--- config.mk ---
export PLATFORM = sky130hd
export DESIGN_NAME = button_input_flat
export DESIGN_NICKNAME = d
export VERILOG_FILES = /design/src/rtl/button_input_pkg.sv /design/src/rtl/button_input_if.sv /design/src/rtl/button_input_debouncer.sv /design/src/rtl/button_input.sv /design/src/flat_wrapper.sv
export SDC_FILE = /design/constraint.sdc
export NUM_CORES = 1
export LEC_CHECK = 0
export ABC_AREA = 1
export BUFFER_PORTS_ARGS = -buffer_cell sky130_fd_sc_hd__buf_2
export CAP_MARGIN = 0
export CELL_PAD_IN_SITES_DETAIL_PLACEMENT = 1
export CELL_PAD_IN_SITES_GLOBAL_PLACEMENT = 1
export CORE_ASPECT_RATIO = 1.1
export CORE_MARGIN = 2
export CORE_UTILIZATION = 35
export DETAILED_ROUTE_END_ITERATION = 7
export GPL_TIMING_DRIVEN = 0
export PLACE_DENSITY_LB_ADDON = 0.1
export SYNTH_ARGS = -nofsm -noshare
export SYNTH_HDL_FRONTEND = slang
export SYNTH_SLANG_ARGS = --single-unit
--- constraint.sdc ---
create_clock -name clk -period 1.4 [get_ports clk]
set_input_delay 0.14 -clock clk [delete_from_list [all_inputs] [get_ports clk]]
set_output_delay 0.14 -clock clk [all_outputs]
set_load 0.03 [all_outputs]
--- src/rtl/button_input_pkg.sv ---
// Shared constants for the dino push-button peripheral: register word addresses
// and EDGE register bit positions.
package dino_button_pkg;

   localparam logic [1:0] ADDR_STATUS = 2'd0;
   localparam logic [1:0] ADDR_EDGE   = 2'd1;
   localparam logic [1:0] ADDR_MASK   = 2'd2;
   localparam logic [1:0] ADDR_COUNT  = 2'd3;

   localparam int unsigned EDGE_PRESS   = 0;
   localparam int unsigned EDGE_RELEASE = 1;

endpackage

--- src/rtl/button_input_if.sv ---
// Avalon-MM slave bus plus interrupt line of the push-button peripheral.
interface button_input_if;

   logic [1:0]  avs_address;
   logic        avs_read;
   logic        avs_write;
   logic [31:0] avs_writedata;
   logic [31:0] avs_readdata;
   logic        irq;

   modport master (
      output avs_address, avs_read, avs_write, avs_writedata,
      input  avs_readdata, irq
   );

   modport slave (
      input  avs_address, avs_read, avs_write, avs_writedata,
      output avs_readdata, irq
   );

endinterface

--- src/rtl/button_input_debouncer.sv ---
// Two-flop synchroniser followed by a counting debouncer; emits the accepted level
// and one-cycle pulses on the edge where a new level is accepted.
module button_debouncer #(
   parameter int unsigned DEBOUNCE_CYCLES = 1000000
) (
   input  logic clk,
   input  logic reset,
   input  logic i_button,
   output logic o_stable,
   output logic o_rise_pulse,
   output logic o_fall_pulse
);

   localparam int unsigned CntW = $clog2(DEBOUNCE_CYCLES);
   localparam logic [CntW-1:0] CntMax = CntW'(DEBOUNCE_CYCLES - 1);

   logic            r_sync1;
   logic            r_sync2;
   logic            r_stable;
   logic [CntW-1:0] r_cnt;
   logic            w_diff;
   logic            w_done;

   assign w_diff = r_sync2 ^ r_stable;
   assign w_done = w_diff && (r_cnt == CntMax);

   always_ff @(posedge clk) begin
      if (reset) begin
         r_sync1  <= 1'b0;
         r_sync2  <= 1'b0;
         r_stable <= 1'b0;
         r_cnt    <= '0;
      end else begin
         r_sync1 <= i_button;
         r_sync2 <= r_sync1;
         // Any return to the accepted level restarts qualification from zero.
         if (!w_diff) begin
            r_cnt <= '0;
         end else if (w_done) begin
            r_stable <= r_sync2;
            r_cnt    <= '0;
         end else begin
            r_cnt <= r_cnt + 1'b1;
         end
      end
   end

   assign o_stable     = r_stable;
   assign o_rise_pulse = w_done & r_sync2;
   assign o_fall_pulse = w_done & ~r_sync2;

endmodule

--- src/rtl/button_input.sv ---
// Push-button Avalon-MM slave: debounced level, W1C edge flags, press counter,
// interrupt mask and a registered level interrupt.
module button_input
   import dino_button_pkg::*;
#(
   parameter int unsigned DEBOUNCE_CYCLES = 1000000,
   parameter int unsigned CNT_W           = 16
) (
   input  logic           clk,
   input  logic           reset,
   input  logic           button_in,
   button_input_if.slave  bus
);

   logic             w_stable;
   logic             w_rise;
   logic             w_fall;
   logic             w_wr_edge;
   logic             w_wr_mask;
   logic             w_wr_count;
   logic [1:0]       w_edge_d;
   logic [CNT_W-1:0] w_count_d;
   logic [31:0]      w_rdata;
   logic             w_unused_wdata;

   logic [1:0]       r_edge;
   logic [1:0]       r_mask;
   logic [CNT_W-1:0] r_count;
   logic [31:0]      r_readdata;
   logic             r_irq;

   button_debouncer #(
      .DEBOUNCE_CYCLES (DEBOUNCE_CYCLES)
   ) u_debouncer (
      .clk          (clk),
      .reset        (reset),
      .i_button     (button_in),
      .o_stable     (w_stable),
      .o_rise_pulse (w_rise),
      .o_fall_pulse (w_fall)
   );

   assign w_wr_edge  = bus.avs_write && (bus.avs_address == ADDR_EDGE);
   assign w_wr_mask  = bus.avs_write && (bus.avs_address == ADDR_MASK);
   assign w_wr_count = bus.avs_write && (bus.avs_address == ADDR_COUNT);
   assign w_unused_wdata = ^bus.avs_writedata[31:2];

   always_comb begin
      w_edge_d = r_edge;
      if (w_wr_edge) w_edge_d = w_edge_d & ~bus.avs_writedata[1:0];
      // Hardware set is applied after the clear so a colliding event is kept.
      if (w_rise) w_edge_d[EDGE_PRESS] = 1'b1;
      if (w_fall) w_edge_d[EDGE_RELEASE] = 1'b1;

      w_count_d = r_count;
      if (w_rise) begin
         w_count_d = w_wr_count ? CNT_W'(1) : r_count + 1'b1;
      end else if (w_wr_count) begin
         w_count_d = '0;
      end

      w_rdata = '0;
      unique case (bus.avs_address)
         ADDR_STATUS: w_rdata[0]   = w_stable;
         ADDR_EDGE:   w_rdata[1:0] = r_edge;
         ADDR_MASK:   w_rdata[1:0] = r_mask;
         ADDR_COUNT:  w_rdata      = 32'(r_count);
         default:     w_rdata      = '0;
      endcase
   end

   always_ff @(posedge clk) begin
      if (reset) begin
         r_edge     <= '0;
         r_mask     <= '0;
         r_count    <= '0;
         r_readdata <= '0;
         r_irq      <= 1'b0;
      end else begin
         r_edge  <= w_edge_d;
         r_count <= w_count_d;
         r_irq   <= |(r_edge & r_mask);
         if (w_wr_mask) r_mask <= bus.avs_writedata[1:0];
         if (bus.avs_read) r_readdata <= w_rdata;
      end
   end

   assign bus.avs_readdata = r_readdata;
   assign bus.irq          = r_irq;

endmodule

--- src/flat_wrapper.sv ---
// flat-port wrapper written by rule: the top's interface ports become plain ports
module button_input_flat import dino_button_pkg::*;
#(
   parameter int unsigned DEBOUNCE_CYCLES = 1000000,
   parameter int unsigned CNT_W           = 16
)
  (clk, reset, button_in, bus_avs_address, bus_avs_read, bus_avs_write, bus_avs_writedata, bus_avs_readdata, bus_irq);
  button_input_if bus_i ();
  input  logic clk;
  input  logic reset;
  input  logic button_in;
  input wire logic [$bits(bus_i.avs_address)-1:0] bus_avs_address;
  input wire logic [$bits(bus_i.avs_read)-1:0] bus_avs_read;
  input wire logic [$bits(bus_i.avs_write)-1:0] bus_avs_write;
  input wire logic [$bits(bus_i.avs_writedata)-1:0] bus_avs_writedata;
  output wire logic [$bits(bus_i.avs_readdata)-1:0] bus_avs_readdata;
  output wire logic [$bits(bus_i.irq)-1:0] bus_irq;
  assign bus_i.avs_address = bus_avs_address;
  assign bus_i.avs_read = bus_avs_read;
  assign bus_i.avs_write = bus_avs_write;
  assign bus_i.avs_writedata = bus_avs_writedata;
  assign bus_avs_readdata = bus_i.avs_readdata;
  assign bus_irq = bus_i.irq;
  button_input #(.DEBOUNCE_CYCLES(DEBOUNCE_CYCLES), .CNT_W(CNT_W)) u_core (.clk(clk), .reset(reset), .button_in(button_in), .bus(bus_i));
endmodule
======== Word level (Yosys, flattened, before mapping) ========
Index checks and enable logic that the tools add are counted.
Widths: inputs -> output; s select.
cells by class
  reduce and logical (&&, ||, !) cells .... 11
  bitwise operators ....................... 8
  add/sub/neg operators ................... 2
  mux-type cells .......................... 9
  eq/ne operators ......................... 4
operators by type and width
  kind                   number
  $mux 16                3
  $add 20x1->20 const B  1
  $eq 20x20->1 const B   1
  $add 16x1->16 const B  1
  $mux 14                1
  $reduce_bool 2->1      3
  $and 2x2->2            2
  $eq 2x2->1 const B     2
  $logic_and 1x1->1      4
  $pmux 1 s4             1
  $pmux 1 s3             1
  $reduce_or 3->1        1
  $and 1x1->1            2
  $eq 2x1->1 const B     1
  $logic_not 2->1        1
  $mux 1                 2
  $mux 2                 1
  $not 1->1              2
  $not 2->2              1
  $reduce_and 2->1       1
  $reduce_or 2->1        1
  $xor 1x1->1            1
storage, ports and cells
  word-level logic and storage cells ...... 44
  output and inout port bits .............. 33
  flip-flop bits (word level) ............. 76
  input bits .............................. 39

======== Longest topological paths before layout ========
Gate-level depths: netlist of the first run.
  depth after elaboration ................. 4
  gate-level depth with buffers ........... 11
  depth with buffers taken out ............ 10

======== Modules after synthesis ========
From an unflattened synthesis of the first run, not the netlist that was laid out.
second synthesis, totals
  cell total of the unflattened synthesis .. 418
  area total of the unflattened synthesis .. 3007.9 um2
by module, submodules not included
  module            seq. area each (um2)  instances  cells an instance  area each (um2)
  button_input      740.7                 1          243                1824.2
  button_debouncer  460.4                 1          175                1183.6

======== Least setup slack after synthesis of the first run ========
OpenSTA, ideal clock, no wires.
  path kind ............................... reg-to-reg
  from .................................... register u_core.u_debouncer.r_cnt[0]
  to ...................................... register u_core.r_count[15]
  arrival ................................. 1.314 ns
  stages on the path, launching flop included .. 10
  setup time .............................. 0.132 ns
  data required time ...................... 1.268 ns
  period minus slack after synthesis ...... 1.446 ns
  path slack .............................. -0.046 ns
  path buffers ............................ 1
  path through ............................ dfxtp_1 ha_1 nand3_2 clkinv_2 nand2_2 nor2_4 nand3_4 buf_8 nand3_2 a21oi_2
between the ends
  cells in the longest elaborated chain, start to end .. 4
  elaborated cells between the ends (all ways) .. 5
  classes of those cells .................. eq/ne (1); mux (1); bitwise (1); reduce/logical (2)
ends and longest elaborated chain
  element                                       line                          source
  start, declared                               button_input_debouncer.sv:20  logic [CntW-1:0] r_cnt;
  start signal, assigned                        button_input_debouncer.sv:43  r_cnt <= r_cnt + 1'b1;
  $eq 20x20->1 *                                button_input_debouncer.sv:25  assign w_done = w_diff && (r_cnt == CntMax);
  $logic_and 1x1->1 *                           button_input_debouncer.sv:25
  $and 1x1->1 *                                 button_input_debouncer.sv:49  assign o_rise_pulse = w_done & r_sync2;
  $mux 16 or $reduce_bool 2->1 (tied branches)  --
  end signal, assigned                          button_input.sv:81            r_count <= w_count_d;
  end, declared                                 button_input.sv:28            logic [CNT_W-1:0] r_count;
Mark *: on every way between the ends. The rest lies on a longest branch, timed or not.
A chain may end at the register's enable or synchronous reset.

======== Worst setup path after layout of the first run ========
  from .................................... register u_core.u_debouncer.r_sync2
  to ...................................... register u_core.r_count[11]
between the ends
  cells in the longest elaborated chain, start to end .. 4
  elaborated cells between the ends (all ways) .. 5
  classes of those cells .................. mux (1); bitwise (2); reduce/logical (2)
ends and longest elaborated chain
  element                                       line                          source
  start, declared                               button_input_debouncer.sv:18  logic r_sync2;
  start signal, assigned                        button_input_debouncer.sv:35  r_sync2 <= r_sync1;
  $xor 1x1->1                                   button_input_debouncer.sv:24  assign w_diff = r_sync2 ^ r_stable;
  $logic_and 1x1->1                             button_input_debouncer.sv:25
  $and 1x1->1 *                                 button_input_debouncer.sv:49
  $mux 16 or $reduce_bool 2->1 (tied branches)  --
Marked as above.

==> flow_metrics.py, run 1 <==
metrics = {
    "logic_synthesis": {
        "synth.most_common_cell": "nand2_1",
        "synth_xor_area_share_pct": 2.847,
        "synthFlopType": "dfxtp_1",
        "syn_area_per_cell_um2": 7.186,
        "yosys.area_share.adder_pct": 0.7394,
        "synth_top_area_share_pct": 35.49,
        "synthCells": 471,
        "synth_top_family_by_area": "simple AND/OR/NAND/NOR gates",
        "yosys_warnings": 0,
        "ys_ff_latch": 60,
        "ys_top_cells_by_count": "86 x nand2_1, 60 x dfxtp_1, 55 x nor2_1",
        "yosysSeqAreaShare_pct": 35.49,
        "yosys.area.top_type": "dfxtp_1",
        "synth_compound_area_share_pct": 11.94,
        "synthesis.area_mm2": 0.003384,
        "ys_async_sr_fraction_pct": 0,
        "ys_top_cells_by_area": "dfxtp_1 35%, nand2_1 9.5%, nor2_1 6.1%",
        "synthMuxAreaShare_pct": 0,
        "synth_edf_count": 0,
        "synthDistinctLibCells": 40,
        "synthSimpleGateAreaFrac_pct": 35.42,
    },
    "detailed_routing": {
        "via_per_inst": 4.899,
        "routedWlPerCell_um": 14.91,
        "first_pass_iters": 4,
        "drc": 0,
        "num_vias": 3282,
        "drt_iter0_markers": 112,
        "wirelength_um": 9990,
        "ant_nets": 0,
    },
    "worst_setup_path": {
        "critical_path.max_fanout": 5,
        "critPathRequiredTime_ps": 1610,
        "worstPathArrival_ps": 1700,
        "critPathLaunchType": "register",
        "critical_path_class": "register to register",
        "endpoint_kind": "register",
        "r2r_cells": 10,
    },
    "outcome": {
        "status": "finished with violations",
        "violations": "negative setup slack",
    },
    "finish": {
        "layout-drive-gt1-share_pct": 39.06,
        "n_antenna_cell": 0,
        "area_growth_pct": 35.97,
        "nFillCells": 1181,
        "layout.nets": 589,
    },
    "timing": {
        "clock.fmax_mhz": 670.3,
        "grt_setup_unrepaired": "yes",
        "max-slew-margin-rel_pct": 53.97,
        "fin_crit_sh_pct": 106.6,
        "setup_viol": 21,
        "holdWs_ps": 61.54,
        "finalHoldViolations": 0,
        "drv_slew": 0,
        "fin_skew_ps": 7.934,
        "fin_crit_ps": 1492,
        "setup_slack_ps": -91.77,
        "worst_pin_slew_ps": 690.5,
    },
    "global_route": {
        "grtUsageTotal_pct": 19.42,
        "use_met3_pct": 3.911,
        "grt_remaining_overflow": 0,
        "grt_util_met1_pct": 22.85,
        "gr-max-usage-layer": "met2",
        "grt_start_max_net_pins": 11,
        "first_global_vias": 3314,
        "grt_pass1_wl_um": 16150,
        "use_met2_pct": 35.42,
        "antenna_found_initial": 0,
    },
    "clocking": {
        "cts-root-buf": "clkbuf_8",
        "clkTransAtPathRegs_ps": 70,
        "cts_sinks": 60,
        "htreeDepth": 3,
        "clk_path_buf_depth": 2,
        "cts_tree": "done",
        "clkLatencyLatePin_ps": 350,
        "numCtsBuffers": 9,
    },
    "place": {
        "gp_congestion": 0.7958,
        "dp_hpwl_um": 6876,
        "io_buffers": 24,
    },
    "min_path": {
        "hold_depth": 3,
        "hp-class": "input pin to register",
    },
    "die": {
        "num_io_pins": 72,
        "rows": 37,
        "initial_core_util_pct": 36.01,
        "dieArea_mm2": 0.01047,
        "die_h_um": 107.1,
        "die_x_um": 97.76,
        "coreArea_mm2": 0.009398,
    },
    "power": {
        "max-vdd-ir-drop_mv": 0.6746,
        "power_density_mw_per_mm2": 787.7,
        "leakage_nw": 1.821,
        "total_power_mw": 3.625,
    },
    "job": {
        "cap_viol_max_count": 0,
    },
}
[per-stage QoR]
stage | util, % | instance area (µm²) | setup WS (ps) | cells | TNS (ps)
floorplan | - | 3455 | 2.814 | 486 | 0
global placement | 39.60 | 3721 | -180.5 | 627 | -5003
detailed placement | 39.60 | 3721 | -206.3 | 627 | -5903
CTS | 44.60 | 4192 | -95.97 | 657 | -1353
global route | 48.97 | 4602 | -172.4 | 670 | -3287
finish | 48.97 | 4602 | -91.77 | 670 | -1292
[power breakdown]
group	total (mW)	internal, mW	switching (mW)
Combinational	0.350	0.109	0.241
Clock	1.54	0.814	0.727
Sequential	1.73	1.72	0.0146
Total	3.62	2.64	0.982
[worst paths after layout]
kind / from / end / slack, ps
setup / recovery: u_core.u_debouncer.r_sync2 / u_core.r_count[11] / -90
hold / removal: bus_avs_writedata[1] / u_core.r_mask[1] / 60
setup reg to reg: u_core.u_debouncer.r_sync2 / u_core.r_count[11] / -90
hold reg to reg: u_core.u_debouncer.r_sync1 / u_core.u_debouncer.r_sync2 / 400
[kinds of logic (layout without fill, tap and decap cells)]
logic type	Yosys count	count (layout)
XOR/XNOR	11	11
buffers and inverters	93	160
AO/OA/AOI/OAI	70	70
adder cells (fa/ha/maj)	2	2
AND/OR/NAND/NOR	234	234
other	1	16
flip-flops	60	60
[critical path: stages, from the launching register on]
cell and delay, ps:
dfxtp_1 310, buf_6 130, inv_8 60, nand2_1 80, nand2_2 120, nand2_4 80
nor2_4 100, nand3_4 160, buf_12 200, nand3_2 60, a21oi_2 50
[layer usage]
| metal | share of wire (%) | vias up |
|---|---|---|
| li1 | - | 1653 |
| met1 | 42 | 1568 |
| met2 | 53 | 43 |
| met3 | 2.9 | 18 |
| met4 | 2.3 | 0 |
| met5 | 0 | - |
[state kept, by name, indices dropped and copies added (netlist names)]
signal / flops
u_core.bus.avs_readdata: 16
u_core.r_count: 16
u_core.u_debouncer.r_sync2: 1
u_core.u_debouncer.r_cnt: 20
u_core.u_debouncer.o_stable: 1
u_core.u_debouncer.r_sync1: 1
u_core.bus.irq: 1
u_core.r_mask: 2
u_core.r_edge: 2
[what timing repair did]
action / in CTS / in global routing
gates cloned: 1 / 2
hold buffers: 1 / 0
hold endpoints to repair: 1 / 0
buffers inserted: 13 / 11
resized for setup: 40 / 88
endpoints found under the setup margin: 39 / 39
pin swaps: 20 / 32
[area by class of cell]
cell class	count	area (µm²)	share of cell area (%)
repair buffers	52	421.7	9.163
plain buffers	31	231.5	5.030
inverters	61	251.5	5.465
flip-flops and latches	60	1252	27.22
well taps	117	146.4	3.181
clock inverters	5	52.55	1.142
clock buffers	11	131.4	2.855
multi-input cells	333	2115	45.95
[cell usage in the layout (no fill, tap or decap), types with 9 or more instances in the layout]
cell	netlist	layout
dfxtp_1	60	35
clkbuf_8	0	9
a21oi_2	3	13
dfxtp_2	0	17
nor2_1	55	42
nand2_2	4	12
buf_4	18	33
nand3_1	33	23
o21ai_0	21	21
a21oi_1	28	18
nand3_2	10	15
inv_2	7	9
nor2_4	4	14
conb_1	1	16
buf_2	3	25
nand2_1	86	75
xor2_1	9	9
inv_1	51	47
nand4_1	16	16
clkbuf_1	8	10
o211ai_1	15	15
nor2_2	9	12
buf_6	2	10
Note: power is estimated with default switching activity, not from simulation.
==> run 2, diff against run 1 <==
RECOVER_POWER = 100   (was default)
==> run 2 against run 1 <==
- the flow still finishes with violations (negative setup slack)
- clock skew shrank 0.83 ps
- power shrank 0.17%
- hold slack lost 1.0 ps
- critical path type unchanged
==> flow_metrics.py, run 2 (synthesized netlist as in run 1, its figures left out) <==
metrics = {
    "outcome": {
        "status": "finished with violations",
        "violations": "negative setup slack",
    },
    "clocking": {
        "clkTransAtPathRegs_ps": 70,
        "clk_path_buf_depth": 2,
        "clkLatencyLatePin_ps": 350,
        "cts-root-buf": "clkbuf_8",
        "cts_tree": "done",
        "numCtsBuffers": 9,
        "htreeDepth": 3,
        "cts_sinks": 60,
    },
    "global_route": {
        "grt_start_max_net_pins": 11,
        "first_global_vias": 3314,
        "antenna_found_initial": 0,
        "grtUsageTotal_pct": 19.42,
        "grt_remaining_overflow": 0,
        "grt_pass1_wl_um": 16150,
    },
    "place": {
        "gp_congestion": 0.7958,
        "io_buffers": 24,
        "post-place-cells": 627,
        "place_area_mm2": 0.003721,
        "dp_hpwl_um": 6876,
    },
    "finish": {
        "layout_commonest_cell": "nand2_1",
        "layout-drive-gt1-share_pct": 35.99,
        "layoutNonFillerInstCount": 670,
        "largest_reg_flops": 20,
        "area_growth_pct": 35.34,
        "layout.nets": 589,
        "n_antenna_cell": 0,
        "largest_register": "u_core.u_debouncer.r_cnt",
        "final_cell_mix": "75 x nand2_1, 47 x inv_1, 42 x nor2_1",
        "stdcell_area_mm2": 0.004581,
    },
    "job": {
        "cap_viol_max_count": 0,
    },
    "detailed_routing": {
        "via_per_inst": 4.903,
        "drc": 0,
        "first_pass_iters": 4,
        "drt_iter0_markers": 117,
        "ant_nets": 0,
        "wirelength_um": 9966,
        "num_vias": 3285,
        "routedWlPerCell_um": 14.87,
    },
    "timing": {
        "fin_skew_ps": 7.106,
        "fin_crit_ps": 1489,
        "max-slew-margin-rel_pct": 53.97,
        "finalHoldViolations": 0,
        "fin_crit_sh_pct": 106.3,
        "setup_slack_ps": -88.68,
        "worst_pin_slew_ps": 690.5,
        "clock.fmax_mhz": 671.7,
        "setup_viol": 21,
        "fin_setup_tns_ps": -1259,
        "drv_slew": 0,
        "holdWs_ps": 60.51,
        "grt_setup_unrepaired": "yes",
    },
    "worst_setup_path": {
        "crit_buf_inv": 3,
        "r2r_cells": 10,
        "critical_path_class": "register to register",
        "crit_chain": "buf_6 -> inv_8 -> nand2_1 -> nand2_2 -> nand2_4 -> nor2_4 -> nand3_4 -> buf_12 -> nand3_2 -> a21oi_2",
        "r2r_slack_ps": -90,
        "endpoint_kind": "register",
        "critical_path.max_fanout": 5,
        "r2r_end": "u_core.r_count[11]",
        "critPathLaunchType": "register",
        "slowest_stage": "dfxtp_1",
        "cp-endpoint": "u_core.r_count[11]",
        "crit_cells": 10,
        "worstPathArrival_ps": 1700,
        "critPathRequiredTime_ps": 1610,
        "critPathLaunch": "u_core.u_debouncer.r_sync2",
        "critical-path-max-stage-delay_ps": 310,
        "worstReg2RegStart": "u_core.u_debouncer.r_sync2",
        "cp_top_family": "simple AND/OR/NAND/NOR gates",
    },
    "power": {
        "max-vdd-ir-drop_mv": 0.6726,
        "leakage_nw": 1.754,
        "total_power_mw": 3.619,
        "power_density_mw_per_mm2": 790.0,
    },
    "die": {
        "dieArea_mm2": 0.01047,
        "rows": 37,
        "die_h_um": 107.1,
        "initial_core_util_pct": 36.01,
        "die_x_um": 97.76,
        "coreArea_mm2": 0.009398,
        "num_io_pins": 72,
    },
    "min_path": {
        "hp-class": "input pin to register",
    },
}
-- run 2: final cells by class --
class                   instances  area (µm²)
clock inverters                 5       52.55
flip-flops and latches         60        1252
multi-input cells             333        2115
repair buffers                 52       400.4
plain buffers                  31       231.5
well taps                     117       146.4
clock buffers                  11       131.4
fillers                      1183        4817
inverters                      61       251.5
-- run 2: worst min-delay path by stage --
stage | depth (start not counted) | slack, ps | startpoint | to
2_1_floorplan | 2 | 250 | button_in | u_core.u_debouncer.r_sync1
3_3_place_gp | 3 | 350 | button_in | u_core.u_debouncer.r_sync1
3_5_place_dp | 3 | 360 | button_in | u_core.u_debouncer.r_sync1
4_1_cts | 3 | 40 | bus_avs_writedata[0] | u_core.r_mask[0]
5_1_grt | 3 | 70 | bus_avs_writedata[0] | u_core.r_mask[0]
6_report | 3 | 60 | bus_avs_writedata[1] | u_core.r_mask[1]
-- run 2: stage by stage --
| step | utilization, % | setup slack, ps |
|---|---|---|
| final | 48.74 | -88.68 |
| after global routing | 48.74 | -172.4 |
| after CTS | 44.60 | -95.97 |
| after detailed placement | 39.60 | -206.3 |
| after global placement | 39.60 | -180.5 |
| after floorplan | - | 2.814 |
-- run 2: worst register-to-register path: cells and delay by family (launching register included) --
kind                   cells  cell delay, ps
DFF                        1             310
and+or+nand+nor            6             600
AOI/OAI and AO/OA          1              50
buffers and inverters      3             400
-- run 2: power by group --
group          internal (mW)  leakage (nW)  switching (mW)  total [mW]
Clock                  0.814        0.0931           0.727        1.54
Combinational          0.102          1.16           0.241       0.343
Sequential              1.72         0.502          0.0151        1.74
Total                   2.64          1.75           0.982        3.62
-- run 2: per-layer routing --
layer / track usage [%] / routed length, µm
met5: 0 / 0
met4: 6.052 / 233
met3: 3.911 / 268
met2: 35.42 / 5257
met1: 22.85 / 4207
-- run 2: timing repair --
action,4_1_cts,5_1_grt
gates resized for setup,40,88
setup endpoints to repair,39,39
hold endpoints to repair,1,0
buffers inserted,13,11
hold buffers,1,0
pin swaps,20,32
gates cloned,1,2
